<file path="src/rtl/quiz_buzzer_ctrl.sv">
// quiz_buzzer_ctrl: N-player quiz buzzer arbiter with countdown timeout, lowest-index tie-break and beep pulse.
// Define FALSE_START_EN to latch IDLE presses as fouls and mask that player in the next round.
module quiz_buzzer_ctrl #(
  parameter int N_PLAYERS   = 8,
  parameter int ID_W        = 4,
  parameter int SEC_CYCLES  = 50_000_000,
  parameter int COUNT_INIT  = 20,
  parameter int BEEP_CYCLES = 25_000_000
) (
  input  logic                 clk,
  input  logic                 rst,
  input  logic [N_PLAYERS-1:0] player_btn,
  input  logic                 start_pulse,
  input  logic                 clear_pulse,
  output logic [1:0]           state_o,
  output logic                 winner_valid,
  output logic [ID_W-1:0]      winner_id,
  output logic [7:0]           count_sec,
  output logic                 beep,
  output logic                 foul_valid,
  output logic [ID_W-1:0]      foul_id
);

  localparam int PRE_W  = (SEC_CYCLES > 1) ? $clog2(SEC_CYCLES) : 1;
  localparam int BEEP_W = $clog2(BEEP_CYCLES + 1);

  typedef enum logic [1:0] {
    S_IDLE    = 2'd0,
    S_ARMED   = 2'd1,
    S_LOCKED  = 2'd2,
    S_TIMEOUT = 2'd3
  } state_t;

  state_t               r_state;
  state_t               w_state_nxt;
  logic [PRE_W-1:0]     r_presc;
  logic [7:0]           r_count;
  logic [ID_W-1:0]      r_winner_id;
  logic [BEEP_W-1:0]    r_beep_cnt;
  logic [N_PLAYERS-1:0] w_live;
  logic                 w_any_live;
  logic [ID_W-1:0]      w_win_id;
  logic                 w_wrap;
  logic                 w_end_round;

`ifdef FALSE_START_EN
  logic                 r_foul_valid;
  logic [ID_W-1:0]      r_foul_id;
  logic [N_PLAYERS-1:0] r_mask;

  // Mask is zero until a foul is latched, so IDLE sees the raw buttons.
  assign w_live = player_btn & ~r_mask;
`else
  assign w_live = player_btn;
`endif

  assign w_any_live = |w_live;
  assign w_wrap     = (r_presc == PRE_W'(SEC_CYCLES - 1));

  always_comb begin
    logic w_found;
    w_found  = 1'b0;
    w_win_id = '0;
    for (int unsigned i = 0; i < N_PLAYERS; i++) begin
      if (w_live[i] && !w_found) begin
        w_found  = 1'b1;
        w_win_id = ID_W'(i + 1);
      end
    end
  end

  always_ff @(posedge clk or posedge rst) begin
    if (rst) r_state <= S_IDLE;
    else     r_state <= w_state_nxt;
  end

  always_comb begin
    w_state_nxt = r_state;
    case (r_state)
      S_IDLE:  if (start_pulse) w_state_nxt = S_ARMED;
      S_ARMED: begin
        if (clear_pulse)                     w_state_nxt = S_IDLE;
        else if (w_any_live)                 w_state_nxt = S_LOCKED;
        else if (w_wrap && r_count == 8'd1)  w_state_nxt = S_TIMEOUT;
      end
      default: if (clear_pulse) w_state_nxt = S_IDLE;
    endcase
  end

  always_comb begin
    state_o      = r_state;
    winner_valid = (r_state == S_LOCKED);
    winner_id    = r_winner_id;
    count_sec    = r_count;
    beep         = (r_beep_cnt != '0);
`ifdef FALSE_START_EN
    foul_valid   = r_foul_valid;
    foul_id      = r_foul_id;
`else
    foul_valid   = 1'b0;
    foul_id      = '0;
`endif
  end

  assign w_end_round = (r_state == S_ARMED) &&
                       ((w_state_nxt == S_LOCKED) || (w_state_nxt == S_TIMEOUT));

  always_ff @(posedge clk or posedge rst) begin
    if (rst) begin
      r_presc     <= '0;
      r_count     <= 8'(COUNT_INIT);
      r_winner_id <= '0;
    end else begin
      case (r_state)
        S_IDLE: begin
          if (start_pulse) begin
            r_presc <= '0;
            r_count <= 8'(COUNT_INIT);
          end
        end
        S_ARMED: begin
          if (clear_pulse) begin
            r_presc     <= '0;
            r_count     <= 8'(COUNT_INIT);
            r_winner_id <= '0;
          end else begin
            // A press on the wrap edge still takes the decrement, so 1->0 with a press locks at 0.
            r_presc <= w_wrap ? '0 : r_presc + PRE_W'(1);
            if (w_wrap && r_count != 8'd0) r_count <= r_count - 8'd1;
            if (w_any_live)                r_winner_id <= w_win_id;
          end
        end
        default: begin
          if (clear_pulse) begin
            r_count     <= 8'(COUNT_INIT);
            r_winner_id <= '0;
          end
        end
      endcase
    end
  end

  always_ff @(posedge clk or posedge rst) begin
    if (rst)                    r_beep_cnt <= '0;
    else if (clear_pulse)       r_beep_cnt <= '0;
    else if (w_end_round)       r_beep_cnt <= BEEP_W'(BEEP_CYCLES);
    else if (r_beep_cnt != '0)  r_beep_cnt <= r_beep_cnt - BEEP_W'(1);
  end

`ifdef FALSE_START_EN
  always_ff @(posedge clk or posedge rst) begin
    if (rst) begin
      r_foul_valid <= 1'b0;
      r_foul_id    <= '0;
      r_mask       <= '0;
    end else if (clear_pulse && r_state != S_IDLE) begin
      r_foul_valid <= 1'b0;
      r_foul_id    <= '0;
      r_mask       <= '0;
    end else if (r_state == S_IDLE && !r_foul_valid && w_any_live) begin
      r_foul_valid <= 1'b1;
      r_foul_id    <= w_win_id;
      r_mask       <= N_PLAYERS'(1) << (w_win_id - ID_W'(1));
    end
  end
`endif

endmodule

</file>
<file path="config.mk">
export PLATFORM = sky130hd
export DESIGN_NAME = quiz_buzzer_ctrl
export DESIGN_NICKNAME = d
export VERILOG_FILES = /design/src/rtl/quiz_buzzer_ctrl.sv
export SDC_FILE = /design/constraint.sdc
export NUM_CORES = 1
export LEC_CHECK = 0
export CORE_MARGIN = 2
export CORE_UTILIZATION = 35
export DETAILED_ROUTE_END_ITERATION = 8
export SLEW_MARGIN = 20
export SYNTH_ARGS = -nofsm -noshare
export SYNTH_HDL_FRONTEND = slang
export SYNTH_SLANG_ARGS = --single-unit
</file>
<file path="constraint.sdc">
create_clock -name clk -period 2.1 [get_ports clk]
set_clock_uncertainty 0.15 [all_clocks]
set_input_delay 0.21 -clock clk [delete_from_list [all_inputs] [get_ports clk]]
set_output_delay 0.21 -clock clk [all_outputs]
set_load 0.02 [all_outputs]
</file>
-- Word-level counts from Yosys, hierarchy flattened
Cells that the tools add are included.
- word-level logic and storage cells: 84
- RAM bits: 0
- bits in latches: 0
- flip-flop bits (word level): 65
- bits in read-only memories: 0
- output and inout port bits: 21
- memories kept: 0
- input bits: 12
- shifts and indexed selects: 0
- $lt $le $gt $ge: 0
- div/mod/pow operators: 0
- multipliers: 0
- mux-type cells: 37
- bitwise logic cells: 1
- reduce and logical (&&, ||, !) cells: 30
- eq/ne operators: 8
- $add $sub $neg: 3
- operators with widths (kind ; count):
    two-way mux 26 bit ; 3
    two-way mux 25 bit ; 3
    case mux 26 bit (2 select lines) ; 1
    two-way mux 4 bit ; 9
    two-way mux 8 bit ; 4
    adder 26 x 1 -> 26 bit, second input constant ; 1
    equality test 26 bit, second input constant ; 1
    nonzero test 25 bit ; 1
    subtractor 25 x 1 -> 25 bit, second input constant ; 1
    case mux 8 bit (2 select lines) ; 1
    two-way mux 2 bit ; 6
    logical AND 1 bit ; 10
    equality test 8 x 1 -> 1 bit, second input constant ; 1
    two-way mux 1 bit ; 8
    case mux 4 bit (2 select lines) ; 1
    nonzero test 8 bit ; 1
    OR reduction 8 bit ; 1
    subtractor 8 x 1 -> 8 bit, second input constant ; 1
    logical NOT 1 bit ; 7
    equality test 2 bit, second input constant ; 3
    AND reduction 3 bit ; 2
    nonzero test 2 bit ; 3
    nonzero test 3 bit ; 2
    case mux 2 bit (2 select lines) ; 1
    7 further kinds ; 7

-- Longest topological paths before layout
- depth in word-level cells: 25
- gate-level depth with buffers: 8
- depth with buffers taken out: 8

-- Worst setup path before layout
OpenSTA, ideal clock, no wires.
- path type: flip-flop to flip-flop
- start point: register r_beep_cnt[0]
- end point: register r_beep_cnt[1]
- arrival time: 1970 ps
- data required time: 1839 ps
- path buffers: 0
- slack: -131 ps
- stages on the path, launching flop included: 9
- library setup time: 111 ps
- period minus slack after synthesis: 2231 ps
- cell sequence: dfrtp_1 > inv_1 > ha_1 > nor4b_2 > nand4b_2 > nor2_4 > inv_2 > and2_1 > a2111oi_2
- elaborated cells between the ends (all ways): 6
- classes of those cells: 1 x add/sub; 3 x mux; 2 x reduce/logical
- RTL lines (item ; line ; RTL):
    from (decl) ; 39 ; logic [BEEP_W-1:0] r_beep_cnt;
    from (signal assigned) ; 146 ; else if (w_end_round) r_beep_cnt <= BEEP_W'(BEEP_CYCLES);
    from (signal assigned) ; 147 ; else if (r_beep_cnt != '0) r_beep_cnt <= r_beep_cnt - BEEP_W'(1);
    nonzero test 25 bit ; n/a ;
    net beep ; 19 ; output logic beep,
    nonzero test 3 bit (no line) ; n/a ;
The timed path passes the listed nets, and every way through them passes these cells. The select of a mux whose other input is x is not followed.
A chain may end at the register's enable or synchronous reset.

-- Final worst setup path
- start point: register r_beep_cnt[0]
- end point: register r_beep_cnt[15]
- cells in the longest elaborated chain, start to end: 4
- elaborated cells between the ends (all ways): 6
- classes of those cells: 1 x add/sub; 3 x mux; 2 x reduce/logical
- ends and longest elaborated chain (item ; line ; RTL):
    subtractor 25 x 1 -> 25 bit ; 147 ;
    two-way mux 25 bit ; 147 ;
    two-way mux 25 bit ; 146 ;
    two-way mux 25 bit ; 145 ; else if (clear_pulse) r_beep_cnt <= '0;
Several ways; a longest one is shown, not always the timed one. The select of a mux whose other input is x is not followed.

==> flow_summary.ini <==
[status]
outcome = finished with violations
violations = setup timing

[yosys]
synth-simple-area-share = 0.283
ys_types = 56
avgSynthCellArea_um2 = 9.45
syn-cell-area_mm2 = 0.00366
synthAdderAreaFrac = 0.0171
ys_warn_count = 0
synthMuxAreaShare = 0.0116
synth.top_cell.area_share = 0.431
synth_most_common_cell = dfrtp_1
synth_edf_count = 0
ys_seq_elements = 65
ys_dominant_reg_cell = dfrtp_1
synth_area_leaders = dfrtp_1 (43%), xor2_1 (5.5%), nor2_1 (4.1%), xnor2_1 (4.1%), nand2_1 (2.9%)
synth_common_cells = dfrtp_1 (63), nor2_1 (40), nand2_1 (28)
synth_compound_area_frac = 0.0992
async_flop_share = 1.00
synthCells = 387
synth_xor_area_frac = 0.0958
yosysTopAreaCell = dfrtp_1
ys_seq_area_frac = 0.445
synth_top_family_by_area = simple AND/OR/NAND/NOR gates

[final_layout]
nFillCells = 960
final_cell_area_mm2 = 0.00517
fin_nets = 522
fin_util = 0.506
drive_above_1_share = 0.314
areaGrowthSynthToFinish_pct = 41.5
instances_no_fill = 645
antenna_cells = 0

[worst_setup_path]
crit_arrival_ns = 2.30
worstSetupPathType = reg2reg
start_kind = flip-flop
worstPathRequired_ns = 2.21
path_max_fanout = 4
cp-end-kind = flip-flop

[clock_tree]
clock_path_buffers = 2
cts_buffers = 9
cts_root_buffer = clkbuf_8
clk_pin_slew_worst_paths_ns = 0.08
cts_hold_buf = 0
cts_tree = built
insertion_delay_ns = 0.35
h-tree-depth = 3
cts_sinks = 65

[placed_design]
place_area_mm2 = 0.00464
place_inst = 611
place_congestion = 0.846
numPortBuffers = 27
dp_hpwl_mm = 6.23

[route]
vias = 3232
drtIter0Drc = 120
routed_wl_mm = 9.21
dr.pass1.iters = 4
drc = 0
post_drt_wl_per_cell_um = 14.3
postRouteAntennaNets = 0
vias_per_cell = 5.01

[global_routing]
grt_pass1_wl_mm = 15.5
grt_start_max_net_pins = 38
grt-ovfl-total = 0
antenna_found_initial = 0
track_usage = 0.172
first_global_vias = 3286

[sta]
slew_headroom = 0.655
maxSlewViolCount = 0
rsz0062_at_grt = yes
layout_setup_ws_ns = -0.0805
setup_viol_count_final = 3
tightest_slew_ns = 0.512
finalHoldViolCount = 0
post-route-period-util = 1.04
clock.fmax_mhz = 459
finalCriticalPeriod_ns = 2.18

[die]
die_h_um = 106
rows = 37
die_area_mm2 = 0.0113
die_w_um = 106
start_util = 0.357
io_pins = 33
core_area_mm2 = 0.0102

[pwr]
power.density_mw_per_mm2 = 1200
peakVddDrop_mv = 0.652
power_mw = 6.21
p_leak_nw = 2.29

[worst_hold_path]
hold_class = in2async

[job]
drv_cap = 0
==> power by group <==
part           switching [mW]  internal (mW)  total [mW]
registers               0.287           1.51        1.80
clock network           0.482          0.517       0.999
logic                    1.59           1.82        3.41
total                    2.36           3.85        6.21
==> logic make-up (layout without fill, tap and decap cells) <==
family,count (synthesis),count (layout)
simple gates,181,181
flops,65,65
compound gates,59,59
xor+xnor,40,40
buf+inv,32,150
fa+ha+maj,5,5
mux,4,4
other cells,1,5
==> layout make-up <==
class                           count  area [um2]  area share
Timing Repair Buffer              123        1090       0.210
Inverter                           12        50.0     0.00967
Sequential cell                    65        1630       0.315
Clock buffer                       13         169      0.0326
Clock inverter                      2        12.5     0.00242
Multi-Input combinational cell    294        2060       0.397
Tap cell                          136         170      0.0329
==> timing repair <==
item                       4_1_cts  5_1_grt
cloned                           0        1
pin swaps                        9       19
gates resized for setup         19       29
setup endpoints to repair       34       56
buffers inserted                11        8
==> path summary, 6_finish.rpt <==
check,endpoint,slack (ns),cells after the start,startpoint
worst max-delay path,r_beep_cnt[15],-0.08,6,r_beep_cnt[0]
worst min register to register,winner_id[0],0.34,2,winner_id[0]
max in group asynchronous,count_sec[4],1.13,3,rst
min in group clk,winner_id[3],0.33,3,player_btn[7]
worst max register to register,r_beep_cnt[15],-0.08,6,r_beep_cnt[0]
worst min-delay path,r_beep_cnt[5],0.05,2,rst
==> state kept, by name (all words and copies together), names as in the netlist <==
signal / count
count_sec: 8
r_beep_cnt: 25
r_presc: 26
state_o: 2
winner_id: 4
==> layout by cell type, fill, tap and decap left out, drive strengths merged, types with 3 or more instances in the layout <==
| cell | netlist | routed |
|---|---|---|
| and3 | 9 | 9 |
| nor3 | 20 | 20 |
| nand2 | 28 | 28 |
| inv | 12 | 12 |
| a211oi | 4 | 4 |
| a21oi | 16 | 16 |
| o21ai | 22 | 22 |
| clkbuf | 6 | 14 |
| conb | 1 | 5 |
| xnor2 | 17 | 17 |
| buf | 13 | 96 |
| or3 | 15 | 15 |
| nand3b | 3 | 3 |
| xor2 | 23 | 23 |
| nor2 | 41 | 41 |
| nand4b | 6 | 6 |
| nand4 | 16 | 16 |
| nor4b | 3 | 3 |
| and2 | 5 | 5 |
| dfrtp | 63 | 63 |
| nand3 | 18 | 18 |
| o21bai | 3 | 3 |
| nor4 | 10 | 10 |
| clkdlybuf4s50 | 0 | 25 |
| ha | 5 | 5 |
==> worst max-delay path, cell delays in order (launching register included) <==
cell      delay (ns)
dfrtp_1         0.40
buf_6           0.13
nor4_4          0.39
nand4b_1        0.17
or3_1           0.33
or3_1           0.32
a211oi_2        0.21
==> stage by stage <==
stage	setup WS (ns)	setup TNS, ns	hold WS (ns)
2_1_floorplan	-0.0206	-0.0258	0.196
3_3_place_gp	-0.0389	-0.135	0.323
3_5_place_dp	-0.0955	-1.46	0.322
4_1_cts	-0.0598	-0.154	0.0354
5_1_grt	-0.171	-0.673	0.0544
6_report	-0.0805	-0.153	0.0463
==> routing by layer <==
layer,GRT usage,up-vias,part of all wire
met5,0,-,0
met2,0.278,40,0.49
met4,0.0517,0,0.010
met3,0.0490,9,0.026
li1,-,1604,-
met1,0.223,1579,0.48
No activity file was read; power rests on OpenSTA's default activity.
